`src/rtl/rgb_pwm_gen_pkg.sv`:
```
// Shared types and constants for the RGB PWM sequencer: FSM states,
// configuration register addresses and the PWM counter width.
package rgb_pwm_gen_pkg;

  localparam int PWM_BITS = 8;

  typedef enum logic [1:0] {
    ST_OFF,
    ST_WARM,
    ST_RUN,
    ST_COOL
  } state_t;

  localparam logic [2:0] ADDR_PRE_LO = 3'd0;
  localparam logic [2:0] ADDR_PRE_HI = 3'd1;
  localparam logic [2:0] ADDR_DUTY0  = 3'd2;
  localparam logic [2:0] ADDR_DUTY1  = 3'd3;
  localparam logic [2:0] ADDR_DUTY2  = 3'd4;
  localparam logic [2:0] ADDR_CTRL   = 3'd5;

endpackage

```
`src/rtl/rgb_pwm_chan.sv`:
```
// One PWM channel: the active duty register, a shadow copy that is only
// updated on a period boundary, and a registered comparator output.
module rgb_pwm_chan
  import rgb_pwm_gen_pkg::*;
(
  input  logic                clk,
  input  logic                rst,
  input  logic                i_we,
  input  logic [PWM_BITS-1:0] i_wdata,
  input  logic                i_load,
  input  logic                i_en,
  input  logic [PWM_BITS-1:0] i_cnt,
  output logic                o_pwm
);

  logic [PWM_BITS-1:0] r_active;
  logic [PWM_BITS-1:0] r_shadow;
  logic [PWM_BITS-1:0] w_active_nxt;
  logic                r_pwm;

  // A write landing on the load cycle must reach the shadow in that cycle.
  assign w_active_nxt = i_we ? i_wdata : r_active;

  // NOTE: sequential state uses non-blocking assignments so every flop samples
  // pre-edge values, independent of statement order.
  always_ff @(posedge clk or posedge rst) begin
    if (rst) begin
      r_active <= '0;
      r_shadow <= '0;
      r_pwm    <= 1'b0;
    end else begin
      r_active <= w_active_nxt;
      if (i_load) begin
        r_shadow <= w_active_nxt;
      end
      r_pwm <= i_en && (i_cnt < r_shadow);
    end
  end

  assign o_pwm = r_pwm;

endmodule

```
`src/rtl/rgb_pwm_gen.sv`:
```
// RGB LED PWM sequencer: byte-wide config port, prescaler, shared 8-bit PWM
// counter and an OFF/WARM/RUN/COOL FSM that sequences the bias enable.
module rgb_pwm_gen
  import rgb_pwm_gen_pkg::*;
#(
  parameter int PRE_BITS    = 10,  // expected range 9..16
  parameter int WARM_CYCLES = 64
) (
  input  logic       clk,
  input  logic       rst,
  input  logic       cfg_we,
  input  logic [2:0] cfg_addr,
  input  logic [7:0] cfg_wdata,
  output logic [2:0] rgb_pwm,
  output logic       rgbled_en,
  output logic       busy
);

  localparam int                WARM_W    = $clog2(WARM_CYCLES + 1);
  localparam logic [WARM_W-1:0] WARM_LAST = WARM_W'(WARM_CYCLES - 1);

  logic [PRE_BITS-1:0] r_prescale;
  logic                r_run;
  logic [PRE_BITS-1:0] r_pre_cnt;
  logic [PWM_BITS-1:0] r_pwm_cnt;
  logic [WARM_W-1:0]   r_warm_cnt;
  state_t              r_state;
  state_t              w_state_nxt;
  logic                r_active;
  logic                w_tick;
  logic                w_wrap;
  logic                w_load;
  logic                w_warm_done;
  logic                w_chan_en;
  logic [2:0]          w_duty_we;

  always_ff @(posedge clk or posedge rst) begin
    if (rst) begin
      r_prescale <= '0;
      r_run      <= 1'b0;
    end else if (cfg_we) begin
      case (cfg_addr)
        ADDR_PRE_LO: r_prescale[7:0]          <= cfg_wdata;
        ADDR_PRE_HI: r_prescale[PRE_BITS-1:8] <= cfg_wdata[PRE_BITS-9:0];
        ADDR_CTRL:   r_run                    <= cfg_wdata[0];
        default:     ;
      endcase
    end
  end

  assign w_duty_we[0] = cfg_we && (cfg_addr == ADDR_DUTY0);
  assign w_duty_we[1] = cfg_we && (cfg_addr == ADDR_DUTY1);
  assign w_duty_we[2] = cfg_we && (cfg_addr == ADDR_DUTY2);

  // Tick only on equality, so a prescale lowered below pre_cnt lets the
  // counter run on to its natural wrap.
  assign w_tick      = (r_state == ST_RUN) && (r_pre_cnt == r_prescale);
  assign w_wrap      = w_tick && (r_pwm_cnt == {PWM_BITS{1'b1}});
  assign w_warm_done = (r_warm_cnt == WARM_LAST);
  assign w_load      = w_wrap || ((r_state == ST_WARM) && (w_state_nxt == ST_RUN));
  assign w_chan_en   = (r_state == ST_RUN) && r_run;

  always_ff @(posedge clk or posedge rst) begin
    if (rst) begin
      r_pre_cnt <= '0;
      r_pwm_cnt <= '0;
    end else if (r_state != ST_RUN) begin
      r_pre_cnt <= '0;
      r_pwm_cnt <= '0;
    end else begin
      r_pre_cnt <= w_tick ? '0 : r_pre_cnt + 1'b1;
      if (w_tick) begin
        r_pwm_cnt <= r_pwm_cnt + 1'b1;
      end
    end
  end

  // NOTE: every output of a combinational block gets a default first, so no
  // path through the case leaves it unassigned and infers a latch.
  always_comb begin
    w_state_nxt = r_state;
    case (r_state)
      ST_OFF:  if (r_run) w_state_nxt = ST_WARM;
      ST_WARM: begin
        if (!r_run)           w_state_nxt = ST_COOL;
        else if (w_warm_done) w_state_nxt = ST_RUN;
      end
      ST_RUN:  if (!r_run) w_state_nxt = ST_COOL;
      ST_COOL: begin
        if (r_run)            w_state_nxt = ST_WARM;
        else if (w_warm_done) w_state_nxt = ST_OFF;
      end
      default: w_state_nxt = ST_OFF;
    endcase
  end

  // The bias enable is registered from the next state so it rises together
  // with the WARM state rather than a cycle later.
  always_ff @(posedge clk or posedge rst) begin
    if (rst) begin
      r_state    <= ST_OFF;
      r_warm_cnt <= '0;
      r_active   <= 1'b0;
    end else begin
      r_state  <= w_state_nxt;
      r_active <= (w_state_nxt != ST_OFF);
      if (w_state_nxt != r_state) begin
        r_warm_cnt <= '0;
      end else if ((r_state == ST_WARM) || (r_state == ST_COOL)) begin
        r_warm_cnt <= r_warm_cnt + 1'b1;
      end
    end
  end

  assign rgbled_en = r_active;
  assign busy      = r_active;

  for (genvar g = 0; g < 3; g++) begin : g_chan
    rgb_pwm_chan u_chan (
      .clk     (clk),
      .rst     (rst),
      .i_we    (w_duty_we[g]),
      .i_wdata (cfg_wdata),
      .i_load  (w_load),
      .i_en    (w_chan_en),
      .i_cnt   (r_pwm_cnt),
      .o_pwm   (rgb_pwm[g])
    );
  end

endmodule

```
`config.mk`:
```
export PLATFORM = sky130hd
export DESIGN_NAME = rgb_pwm_gen
export DESIGN_NICKNAME = d
export VERILOG_FILES = /design/src/rtl/rgb_pwm_gen_pkg.sv /design/src/rtl/rgb_pwm_chan.sv /design/src/rtl/rgb_pwm_gen.sv
export SDC_FILE = /design/constraint.sdc
export NUM_CORES = 1
export LEC_CHECK = 0
export CAP_MARGIN = 0
export CORE_AREA = 3 3 99 101
export CTS_CLUSTER_DIAMETER = 40
export DETAILED_ROUTE_END_ITERATION = 12
export DIE_AREA = 0 0 102 104
export PLACE_DENSITY = 0.77
export RECOVER_POWER = 50
export SETUP_SLACK_MARGIN = 0.02
export SLEW_MARGIN = 40
export SYNTH_ARGS = -nofsm -noshare
export SYNTH_HDL_FRONTEND = slang
export SYNTH_HIERARCHICAL = 1
export SYNTH_SLANG_ARGS = --single-unit
```
`constraint.sdc`:
```
create_clock -name clk -period 1.9 [get_ports clk]
set_input_delay 0.38 -clock clk [delete_from_list [all_inputs] [get_ports clk]]
set_output_delay 0.38 -clock clk [all_outputs]
set_load 0.02 [all_outputs]
```
# Yosys cells after proc, flatten, opt, wreduce, memory -nomap -nowiden
# Cells that the tools add are included.
# classes
n_addsub	3
multipliers	0
n_div	0
magnitude_cmp	3
n_eq_ne	14
shift	0
muxes	16
bitwise_logic	0
n_reduce_logical	20
# op_table
operator	n
$mux W8	5
$lt A8 B8 Y1	3
$mux W10	2
$mux W7	2
$mux W2	6
$add A10 B1 Y10 const B	1
$eq A10 B10 Y1	1
$logic_and A1 B1 Y1	10
$add A8 B1 Y8 const B	1
$eq A8 B8 Y1 const B	1
$pmux W2 S4	1
$add A7 B1 Y7 const B	1
$eq A7 B6 Y1 const B	1
$eq A2 B2 Y1 const B	3
$eq A3 B2 Y1 const B	2
$eq A3 B3 Y1 const B	2
$reduce_and A2 Y1	3
$reduce_bool A2 Y1	3
$eq A3 B1 Y1 const B	1
$logic_not A3 Y1	1
$eq A2 B1 Y1 const B	1
$logic_not A2 Y1	1
$logic_or A1 B1 Y1	2
$ne A2 B2 Y1	1
$ne A2 B2 Y1 const B	1
# totals
ff_bits	90
latchBits	0
ramBits	0
mem_bits_ro	0
inputBits	14
output_inout_bits	5
elab_cells	73
mem_count	0

# Longest topological paths before layout
# Gate-level depths: netlist of the first run.
# logic_depth
ltp_word	7
mapped_depth	8
ltp_nobuf	7

# By module
# Netlist of the first run, hierarchy kept.
# by_module_without_submodules
module	instances	cells_per_inst	area_each_um2	seq_area_each_um2
rgb_pwm_chan	3	69	793.3	425.4
rgb_pwm_gen	1	198	2073.2	975.9

# Least setup slack after synthesis of the first run
# Ideal clock, no wire load.
# synth_timing
path_type	reg-to-reg
from	register r_pre_cnt[3]
to	register g_chan[0].u_chan.r_shadow[1]
setup_ns	0.135
t_arrival_ns	1.858
required_time_ns	1.765
slack_ns	-0.093
path_stages_with_launch	7
path_buffers	1
period_less_slack_ns	1.993
cell_sequence	dfrtp_1 -> xnor2_1 -> nand4_1 -> nor3_2 -> a21o_1 -> clkbuf_1 -> o21ai_0
# synth_between
elab_chain_len	4
# synth_rtl
element	line	rtl
from (decl)	rgb_pwm_gen.sv:24	logic [PRE_BITS-1:0] r_pre_cnt;
from (signal assigned)	rgb_pwm_gen.sv:71	r_pre_cnt <= w_tick ? '0 : r_pre_cnt + 1'b1;
$eq A10 B10 Y1	rgb_pwm_gen.sv:57	assign w_tick = (r_state == ST_RUN) && (r_pre_cnt == r_prescale);
$logic_and A1 B1 Y1	rgb_pwm_gen.sv:57	
$logic_and A1 B1 Y1	rgb_pwm_gen.sv:58	assign w_wrap = w_tick && (r_pwm_cnt == {PWM_BITS{1'b1}});
$logic_or A1 B1 Y1	rgb_pwm_gen.sv:60	assign w_load = w_wrap || ((r_state == ST_WARM) && (w_state_nxt == ST_RUN));
named net w_load	rgb_pwm_gen.sv:32	logic w_load;
to (signal assigned)	rgb_pwm_chan.sv:34	r_shadow <= w_active_nxt;
to (decl)	rgb_pwm_chan.sv:17	logic [PWM_BITS-1:0] r_shadow;
# The timed path passes the listed nets, and every way through them passes these cells.
# A chain may end at the register's enable or synchronous reset.

# Worst setup path in the final report of the first run
# layout_timing
from	input port cfg_addr[0]
to	register r_prescale[9]
# layout_between
elab_chain_len	2
# layout_rtl
element	line	rtl
from (decl)	rgb_pwm_gen.sv:12	input logic [2:0] cfg_addr,
$eq A3 B1 Y1	rgb_pwm_gen.sv:42	case (cfg_addr)
$reduce_and A2 Y1 (no line)	n/a	
to (signal, indexed assignment)	rgb_pwm_gen.sv:44	ADDR_PRE_HI: r_prescale[PRE_BITS-1:8] <= cfg_wdata[PRE_BITS-9:0];
to (decl)	rgb_pwm_gen.sv:22	logic [PRE_BITS-1:0] r_prescale;
# No other way between the ends.

==> results of run 1 <==
==> cells by family after synthesis <==
logic type / Yosys count / share of synthesized area
AOI/OAI and AO/OA: 53 / 0.06687
xor gates and xnor gates: 21 / 0.04299
muxes: 48 / 0.1242
and+or+nand+nor: 130 / 0.1523
buffers and inverters: 39 / 0.04046
adders and majority gates: 24 / 0.06744
DFF: 90 / 0.5058
==> path summary, 6_finish.rpt <==
| path | to | slack (ns) | cells past startpoint |
|---|---|---|---|
| min in group asynchronous | g_chan[2].u_chan/r_active[3]$_DFF_PP0_ | 0.78 | 3 |
| min reg2reg | g_chan[2].u_chan/r_active[2]$_DFF_PP0_ | 0.51 | 1 |
| max in group asynchronous | r_pre_cnt[2]$_DFF_PP0_ | 0.40 | 3 |
| max reg2reg | g_chan[1].u_chan/r_shadow[0]$_DFFE_PP0P_ | 0.16 | 6 |
| min | g_chan[2].u_chan/r_active[2]$_DFF_PP0_ | 0.51 | 1 |
| max | r_prescale[9]$_DFFE_PP0P_ | 0.10 | 5 |
==> power groups by stage <==
stage               sequential (W)  combinational, W  clock (W)
CTS                        0.00223          0.000586    0.00120
floorplan                  0.00223          0.000430          0
global route               0.00225          0.000644    0.00129
finish                     0.00223          0.000576    0.00117
global placement           0.00225          0.000555          0
detailed placement         0.00227          0.000586          0
==> routing by layer <==
metal / vias to the layer above / track usage
li1: 1494 / -
met1: 1533 / 0.2583
met2: 60 / 0.3055
met3: 8 / 0.03823
met4: 0 / 0.05623
met5: - / 0
==> final cells by class <==
| cell class | count | area (sq um) | area share |
|---|---|---|---|
| Sequential cell | 90 | 2253 | 0.4439 |
| Multi-Input combinational cell | 276 | 2042 | 0.4023 |
| Timing Repair Buffer | 43 | 370.4 | 0.07296 |
| Tap cell | 111 | 138.9 | 0.02736 |
| Clock buffer | 9 | 123.9 | 0.02440 |
| Inverter | 28 | 105.1 | 0.02070 |
| Clock inverter | 6 | 42.54 | 0.008381 |
==> stage by stage <==
stage          total power [W]  setup TNS, ns
3_3_place_gp          0.002809         -2.371
5_1_grt               0.004186              0
3_5_place_dp          0.002853         -3.777
2_1_floorplan         0.002655              0
4_1_cts               0.004019              0
6_report              0.003973              0
==> cell usage in the layout (no fill, tap or decap), types with 7 or more instances in the layout <==
master | Yosys | final
dfrtp_1 | 90 | 89
nand2_1 | 46 | 45
mux2_2 | 34 | 34
o21ai_0 | 33 | 33
inv_1 | 28 | 28
ha_1 | 24 | 23
buf_4 | 3 | 19
nor2_1 | 17 | 18
clkdlybuf4s50_1 | 0 | 17
xnor2_1 | 17 | 16
nor3_1 | 13 | 13
nand4_1 | 9 | 9
clkbuf_8 | 0 | 9
mux2i_1 | 8 | 8
nand3_1 | 9 | 8
a21oi_1 | 8 | 8
nor2b_1 | 7 | 7
nand2b_1 | 7 | 7
==> flip-flops by register name (all words and copies together), names as in the netlist <==
signal / flops
g_chan.u_chan/r_active: 24
g_chan.u_chan/o_pwm: 3
r_state: 2
r_pwm_cnt: 8
r_prescale: 10
r_run: 1
r_pre_cnt: 10
r_warm_cnt: 7
g_chan.u_chan/r_shadow: 24
busy: 1
==> critical path: stages <==
cell and delay [ns]:
clkdlybuf4s50_1 0.58, buf_4 0.15, nor4bb_1 0.40, buf_4 0.21, mux2_2 0.33
==> impl_metrics.py, run 1 <==
metrics = {
    "route": {
        "via_per_inst": 5.497,
        "post-route-drc-count": 0,
        "ant_nets": 0,
        "drt_iter0_markers": 160,
        "routed_wl_um": 9126,
        "top_layer": "met4",
        "wl_met3_um": 371,
        "dr.pass1.iters": 4,
        "routed-wl-met2_um": 4625,
        "dr_total_vias": 3095,
        "wire_per_inst_um": 16.21,
        "wl_met1_um": 4013,
    },
    "logic_synthesis": {
        "syn_inst": 405,
        "synth-seq-area-share": 0.5058,
        "synthArstFlopShare": 1.000,
        "avgSynthCellArea_sq_um": 11.00,
        "syn_nets": 443,
        "yosysMostFrequentCell": "dfrtp_1",
        "synth_cell_type_count": 40,
        "synthesis.area_sq_mm": 0.004453,
        "synthTopCellsByArea": "dfrtp_1 51%, mux2_2 8.6%, ha_1 6.7%, nand2_1 3.9%, o21ai_0 3.7%",
        "synth_top_cell_area_share": 0.5058,
        "synth_edf_count": 0,
        "yosys_warnings": 6,
        "synth_top_cells_by_count": "90 x dfrtp_1, 46 x nand2_1, 34 x mux2_2",
        "ys.flop_type": "dfrtp_1",
        "ys_ff_latch": 90,
        "yosys.area.top_type": "dfrtp_1",
    },
    "run_status": {
        "status": "finished, final reports clean",
    },
    "place": {
        "place_ws_ns": -0.3076,
        "placed_cells": 548,
        "dp_hpwl_um": 6632,
        "port_buffers": 18,
        "gp_congestion": 0.8555,
        "placed_area_sq_mm": 0.004917,
    },
    "pwr": {
        "seqPwrFrac": 0.561,
        "p_sw_w": 0.001090,
        "ir_worst_vdd_mv": 0.4822,
        "power_frac_clock": 0.295,
        "p_comb_frac": 0.145,
        "power_density_mw_per_mm2": 782.7,
        "sw_frac_of_total": 0.2744,
        "leakagePower_nw": 2.290,
        "power.internal_w": 0.002883,
    },
    "floorplanning": {
        "start_util": 0.4889,
        "die_height_um": 104,
        "ios": 19,
        "die_area_sq_mm": 0.01061,
        "coreArea_sq_mm": 0.009109,
        "die_w_um": 102,
        "num_rows": 35,
    },
    "min_path": {
        "min_from": "g_chan[2].u_chan/r_active[2]$_DFF_PP0_",
        "hp-class": "reg2reg",
    },
    "clocking": {
        "root_buffer": "clkbuf_8",
        "cts.sink_count": 90,
        "cts_buffers": 9,
        "clockBufferDepth": 2,
        "insertion_delay_ns": 0.36,
        "cts_setup_buffers": 0,
        "path_clk_slew_ns": 0.09,
        "cts.repair.resized": 0,
        "cts_hold_buf": 0,
        "cts_max_level": 3,
        "cts_tree": "done",
    },
    "grt": {
        "grt_pass1_wl_um": 15690,
        "grt_max_degree": 40,
        "grt_use_total": 0.1898,
        "overflow": 0,
        "grt_pass1_vias": 3235,
        "antenna_found_initial": 0,
    },
    "sta": {
        "min_period_ns": 1.800,
        "layout_setup_ws_ns": 0.1004,
        "min_period_over_period": 0.9471,
        "worst_pin_slew_ns": 0.9631,
        "setup_viol": 0,
        "maxSlewHeadroom": 0.3579,
        "skew_ns": 0.01369,
        "drv_slew": 0,
        "rsz0062_at_grt": "false",
        "holdWs_ns": 0.5061,
        "hold_viol": 0,
        "clock.fmax_mhz": 555.7,
    },
    "worst_setup_path": {
        "crit_start": "cfg_addr[0]",
        "cp-start-kind": "input port",
        "crit_arrival_ns": 2.05,
        "crit_required_ns": 2.15,
        "critical_path_class": "in2reg",
        "end_kind": "flop",
        "critPathMaxFanout": 5,
        "reg2reg_from": "r_warm_cnt[1]$_DFFE_PP0P_",
    },
    "flow_run": {
        "cap_violations": 0,
    },
    "layout": {
        "drive_above_1_share": 0.1903,
        "nNetsFinal": 486,
        "final_area_sq_mm": 0.005076,
        "instances_no_fill": 563,
        "antennaDiodeCount": 0,
        "fill_cells": 804,
        "final_core_util": 0.5573,
        "syn_to_final_growth_pct": 13.99,
    },
}
Power figures use the tool's default switching activity.
==> inputs of run 2 (changes only) <==
--- a/config.mk
+++ b/config.mk
@@ -10,8 +10,8 @@
 export CTS_CLUSTER_DIAMETER = 40
 export DETAILED_ROUTE_END_ITERATION = 12
 export DIE_AREA = 0 0 102 104
-export PLACE_DENSITY = 0.77
-export RECOVER_POWER = 50
+export GPL_TIMING_DRIVEN = 0
+export PLACE_DENSITY = 0.69
 export SETUP_SLACK_MARGIN = 0.02
 export SLEW_MARGIN = 40
 export SYNTH_ARGS = -nofsm -noshare
==> run 2 against run 1 <==
  * Clock power up 16%
  * Routed wire length up 10%
  * Largest power group unchanged
  * Sequential cell count unchanged
  * Design area up 4.3%
  * Worst setup slack worse by 0.016 ns
  * Utilization up 2.4 points
  * Worst hold slack worse by 0.0068 ns
  * Critical endpoint is now busy$_DFF_PP0_
==> impl_metrics.py, run 2 (same netlist as run 1, synthesis figures left out) <==
metrics = {
    "run_status": {
        "status": "finished, final reports clean",
    },
    "pwr": {
        "power_frac_clock": 0.321,
        "power_density_mw_per_mm2": 801.3,
        "power.internal_w": 0.003095,
        "ir_worst_vdd_mv": 0.4112,
        "total_power_w": 0.004241,
        "sw_frac_of_total": 0.2702,
        "seqPwrFrac": 0.530,
        "leakagePower_nw": 2.397,
        "p_sw_w": 0.001146,
        "p_comb_frac": 0.150,
    },
    "place": {
        "port_buffers": 18,
        "gp_congestion": 0.8056,
        "placed_area_sq_mm": 0.004807,
        "dp_hpwl_um": 6665,
        "placed_cells": 535,
    },
    "sta": {
        "min_period_over_period": 0.9556,
        "hold_viol": 0,
        "skew_ns": 0.01320,
        "holdWs_ns": 0.4993,
        "maxSlewHeadroom": 0.5657,
        "clock.fmax_mhz": 550.8,
        "worst_pin_slew_ns": 0.6508,
        "min_period_ns": 1.816,
        "setup_viol": 0,
        "drv_slew": 0,
    },
    "layout": {
        "final_area_sq_mm": 0.005293,
        "instances_no_fill": 570,
        "reg.largest.list": "g_chan.u_chan/r_active: 24 flops, g_chan.u_chan/r_shadow: 24 flops",
        "antennaDiodeCount": 0,
        "nNetsFinal": 492,
        "syn_to_final_growth_pct": 18.85,
        "final_core_util": 0.5810,
        "drive_above_1_share": 0.2418,
        "final_cell_mix": "83 x dfrtp_1, 45 x nand2_1, 34 x mux2_2",
        "mostFrequentLayoutCell": "dfrtp_1",
    },
    "route": {
        "wire_per_inst_um": 17.64,
        "dr.pass1.iters": 4,
        "post-route-drc-count": 0,
        "drt_iter0_markers": 169,
        "dr_total_vias": 3190,
        "routed_wl_um": 10050,
        "ant_nets": 0,
        "via_per_inst": 5.596,
    },
    "floorplanning": {
        "start_util": 0.4889,
        "num_rows": 35,
        "die_area_sq_mm": 0.01061,
        "die_w_um": 102,
        "ios": 19,
        "coreArea_sq_mm": 0.009109,
        "die_height_um": 104,
    },
    "clocking": {
        "root_buffer": "clkbuf_8",
        "path_clk_slew_ns": 0.10,
        "cts_buffers": 9,
        "cts_max_level": 3,
        "cts_tree": "done",
        "clockBufferDepth": 2,
        "cts.sink_count": 90,
        "insertion_delay_ns": 0.36,
        "cts_hold_buf": 0,
    },
    "worst_setup_path": {
        "cp-start-kind": "flop",
        "critPathMaxFanout": 4,
        "crit_required_ns": 2.14,
        "end_kind": "flop",
        "crit_start": "r_warm_cnt[0]$_DFFE_PP0P_",
        "critical_path_class": "reg2reg",
        "ff2ff_setup_slack_ns": 0.08,
        "reg2reg_from": "r_warm_cnt[0]$_DFFE_PP0P_",
        "crit_arrival_ns": 2.06,
    },
    "flow_run": {
        "cap_violations": 0,
    },
    "grt": {
        "overflow": 0,
        "antenna_found_initial": 0,
        "grt_pass1_vias": 3202,
        "grt_max_degree": 25,
        "grt_pass1_wl_um": 16230,
        "grt_use_total": 0.1974,
    },
    "min_path": {
        "hp-class": "in2async",
    },
}
## run 2: changes by cell type in the layout (fill, tap and decap cells not counted), sizes merged
cell           before  now
a21o                1    2
buf                21   28
bufinv              0    1
clkdlybuf4s50      17   18
clkinv              2    1
dlygate4sd3         1    0
inv                30   29
## run 2: final timing paths
kind / cells after the start / end
worst min-delay path: 2 / r_pre_cnt[3]$_DFF_PP0_
worst min register to register: 1 / g_chan[0].u_chan/r_active[0]$_DFF_PP0_
worst max register to register: 6 / busy$_DFF_PP0_
max in group asynchronous: 3 / r_pwm_cnt[0]$_DFFE_PP0P_
worst max-delay path: 6 / busy$_DFF_PP0_
min in group clk: 1 / g_chan[0].u_chan/r_active[0]$_DFF_PP0_
## run 2: critical path, cell delays in order (launching register included)
cell and delay [ns]:
dfrtp_1 0.43, ha_4 0.18, nand3_4 0.09, nor3_4 0.25, buf_4 0.16, mux2i_2 0.22, or3b_1 0.37
## run 2: area by class of cell
class                           instances  area, sq um
Clock inverter                          5        62.56
Buffer                                 11        93.84
Inverter                               28        105.1
Clock buffer                           11        141.4
Tap cell                              111        138.9
Sequential cell                        90         2261
Fill cell                             750         3816
Multi-Input combinational cell        277         2147
Timing Repair Buffer                   37        342.8
## run 2: per-layer routing
layer  track usage  vias to the layer above  wire (um)  part of all wire
li1              -                     1503          -                 -
met1        0.2592                     1577       4258              0.42
met2        0.3175                       93       5035              0.50
met3       0.05500                       17        592             0.059
met4       0.05811                        0        167             0.017
met5             0                        -          0                 0
## run 2: repair_timing
item                       4_1_cts  5_1_grt
pin swaps                        2        7
gates cloned                     1        0
resized for setup               15       24
setup endpoints to repair       25       39
buffers inserted                10        8
## run 2: power by group through the flow
stage | Clock (W) | Combinational (W) | Sequential, W
2_1_floorplan | 0 | 0.000430 | 0.00223
3_3_place_gp | 0 | 0.000535 | 0.00225
3_5_place_dp | 0 | 0.000568 | 0.00226
4_1_cts | 0.00137 | 0.000587 | 0.00223
5_1_grt | 0.00147 | 0.000702 | 0.00227
6_report | 0.00136 | 0.000635 | 0.00225
## run 2: metrics by stage
step                setup TNS (ns)  worst slack [ns]
global placement            -22.21           -0.3589
global route              -0.03813          -0.03813
CTS                              0           0.03159
floorplan                        0           0.06140
detailed placement          -9.725           -0.3780
finish                           0           0.08441
==> inputs of run 3 (changes only) <==
--- a/config.mk
+++ b/config.mk
@@ -13,7 +13,6 @@
 export GPL_TIMING_DRIVEN = 0
 export PLACE_DENSITY = 0.69
 export SETUP_SLACK_MARGIN = 0.02
-export SLEW_MARGIN = 40
 export SYNTH_ARGS = -nofsm -noshare
 export SYNTH_HDL_FRONTEND = slang
 export SYNTH_HIERARCHICAL = 1
==> run 3 against run 2 <==
  * Global-route usage shrank 0.60 points
  * Routed wire length decreased by 5.1%
  * Utilization is 0.37 points lower
  * Sequential power barely moved
==> impl_metrics.py, run 3 (same netlist as run 1, synthesis figures left out) <==
metrics = {
    "run_status": {
        "status": "finished, final reports clean",
    },
    "layout": {
        "instances_no_fill": 570,
        "final_cell_mix": "83 x dfrtp_1, 45 x nand2_1, 34 x mux2_2",
        "antennaDiodeCount": 0,
        "layout.area.seq_sq_mm": 0.002261,
        "mostFrequentLayoutCell": "dfrtp_1",
        "multi_input_area_sq_mm": 0.002122,
        "reg.largest.list": "g_chan.u_chan/r_active: 24 flops, g_chan.u_chan/r_shadow: 24 flops",
        "drive_above_1_share": 0.2440,
        "syn_to_final_growth_pct": 18.09,
        "nNetsFinal": 493,
        "fill_cells": 755,
        "final_core_util": 0.5773,
    },
    "grt": {
        "grt_pass1_wl_um": 15760,
        "grt_pass1_vias": 3133,
        "antenna_found_initial": 0,
        "overflow": 0,
        "grt_max_degree": 40,
        "grt_use_total": 0.1915,
    },
    "sta": {
        "drv_slew": 0,
        "skew_ns": 0.01334,
        "clock.fmax_mhz": 556.5,
        "worst_pin_slew_ns": 0.8008,
        "maxSlewHeadroom": 0.4654,
        "min_period_ns": 1.797,
        "hold_viol": 0,
        "min_period_over_period": 0.9457,
        "setup_viol": 0,
    },
    "min_path": {
        "hp-class": "reg2reg",
        "worstHoldEndpoint": "g_chan[0].u_chan/r_active[7]$_DFF_PP0_",
        "hold_depth": 1,
        "min_from": "g_chan[0].u_chan/r_active[7]$_DFF_PP0_",
    },
    "worst_setup_path": {
        "cp_cell_sequence": "xnor2_1 > nand4_1 > nor3_4 > a21o_4 > buf_6 > buf_4 > o21ai_0",
        "crit_required_ns": 2.14,
        "end_kind": "flop",
        "r2r_end": "g_chan[1].u_chan/r_shadow[7]$_DFFE_PP0P_",
        "reg2reg_from": "r_pre_cnt[7]$_DFF_PP0_",
        "critical_path_class": "reg2reg",
        "critPathTopFamily": "flip-flops",
        "reg2regPathDepth": 7,
        "critPathMaxFanout": 8,
        "path_buf_inv": 2,
        "ff2ff_setup_slack_ns": 0.10,
        "cpPeakStageDelay_ns": 0.45,
        "cp-start-kind": "flop",
        "cp_slowest_cell": "dfrtp_1",
        "crit_arrival_ns": 2.03,
    },
    "route": {
        "via_per_inst": 5.526,
        "ant_nets": 0,
        "routed_wl_um": 9537,
        "drt_iter0_markers": 179,
        "dr.pass1.iters": 4,
        "post-route-drc-count": 0,
        "dr_total_vias": 3150,
        "wire_per_inst_um": 16.73,
    },
    "place": {
        "port_buffers": 18,
        "dp_hpwl_um": 6602,
        "placed_cells": 534,
        "gp_congestion": 0.8056,
    },
    "pwr": {
        "power_density_mw_per_mm2": 801.5,
        "leakagePower_nw": 2.366,
        "ir_worst_vdd_mv": 0.3458,
    },
    "floorplanning": {
        "ios": 19,
        "num_rows": 35,
        "die_w_um": 102,
        "start_util": 0.4889,
        "coreArea_sq_mm": 0.009109,
        "die_height_um": 104,
        "die_area_sq_mm": 0.01061,
    },
    "flow_run": {
        "cap_violations": 0,
    },
    "clocking": {
        "cts.sink_count": 90,
        "insertion_delay_ns": 0.37,
        "cts_max_level": 3,
        "clockBufferDepth": 2,
        "cts_tree": "done",
        "root_buffer": "clkbuf_8",
        "cts_buffers": 9,
        "path_clk_slew_ns": 0.10,
    },
}
-- run 3: changes by cell type in the layout (fill, tap and decap cells not counted), sizes merged --
cell,before,now
clkbuf,13,14
a21o,2,1
-- run 3: layout make-up --
class | instances | share of cell area
buffer | 11 | 0.01713
clock buffer | 10 | 0.02617
clock inverter | 5 | 0.01190
inverter | 28 | 0.01999
multi-input combinational | 276 | 0.4035
sequential | 90 | 0.4299
tap | 111 | 0.02641
timing repair buffer | 39 | 0.06495
-- run 3: worst max path at each step --
stage	start	end	cells after the start
finish	r_pre_cnt[7]$_DFF_PP0_	g_chan[1].u_chan/r_shadow[7]$_DFFE_PP0P_	7
global route	r_pwm_cnt[1]$_DFFE_PP0P_	g_chan[1].u_chan/r_shadow[7]$_DFFE_PP0P_	7
CTS	r_warm_cnt[0]$_DFFE_PP0P_	g_chan[2].u_chan/r_shadow[1]$_DFFE_PP0P_	7
detailed placement	r_pre_cnt[0]$_DFF_PP0_	g_chan[0].u_chan/r_shadow[1]$_DFFE_PP0P_	6
global placement	r_pre_cnt[3]$_DFF_PP0_	g_chan[0].u_chan/r_shadow[2]$_DFFE_PP0P_	6
floorplan	r_pre_cnt[3]$_DFF_PP0_	g_chan[0].u_chan/r_shadow[1]$_DFFE_PP0P_	6
-- run 3: metal layers --
| layer | vias to the layer above | routed length, um | global-route usage | share of wire |
|---|---|---|---|---|
| met2 | 64 | 4647 | 0.2994 | 0.49 |
| li1 | 1499 | - | - | - |
| met3 | 17 | 462 | 0.04225 | 0.048 |
| met4 | 0 | 188 | 0.06560 | 0.020 |
| met1 | 1570 | 4237 | 0.2623 | 0.44 |
| met5 | - | 0 | 0 | 0 |
-- run 3: repair_timing --
action | CTS | global route
setup endpoints to repair | 27 | 29
pin swaps | 5 | 6
gates resized for setup | 13 | 22
setup buffers | 8 | 13
hold buffers | 0 | 0
-- run 3: stage by stage --
| stage | instance area, sq um | setup TNS, ns | total power [W] | hold slack (ns) | setup slack (ns) |
|---|---|---|---|---|---|
| 5_1_grt | 5259 | -0.02813 | 0.004427 | 0.5154 | -0.01647 |
| 3_3_place_gp | 4780 | -22.21 | 0.002784 | 0.4794 | -0.3589 |
| 3_5_place_dp | 4780 | -9.609 | 0.002825 | 0.4829 | -0.3724 |
| 6_report | 5259 | 0 | 0.004215 | 0.5047 | 0.1031 |
| 4_1_cts | 5066 | 0 | 0.004160 | 0.5078 | 0.02161 |
| 2_1_floorplan | 4461 | 0 | 0.002655 | 0.3061 | 0.06140 |
-- run 3: where the power goes --
| group | total, W | switching (W) | internal, W |
|---|---|---|---|
| Clock | 0.00134 | 0.000694 | 0.000643 |
| Combinational | 0.000636 | 0.000299 | 0.000337 |
| Sequential | 0.00224 | 0.000131 | 0.00211 |
| Total | 0.00421 | 0.00112 | 0.00309 |
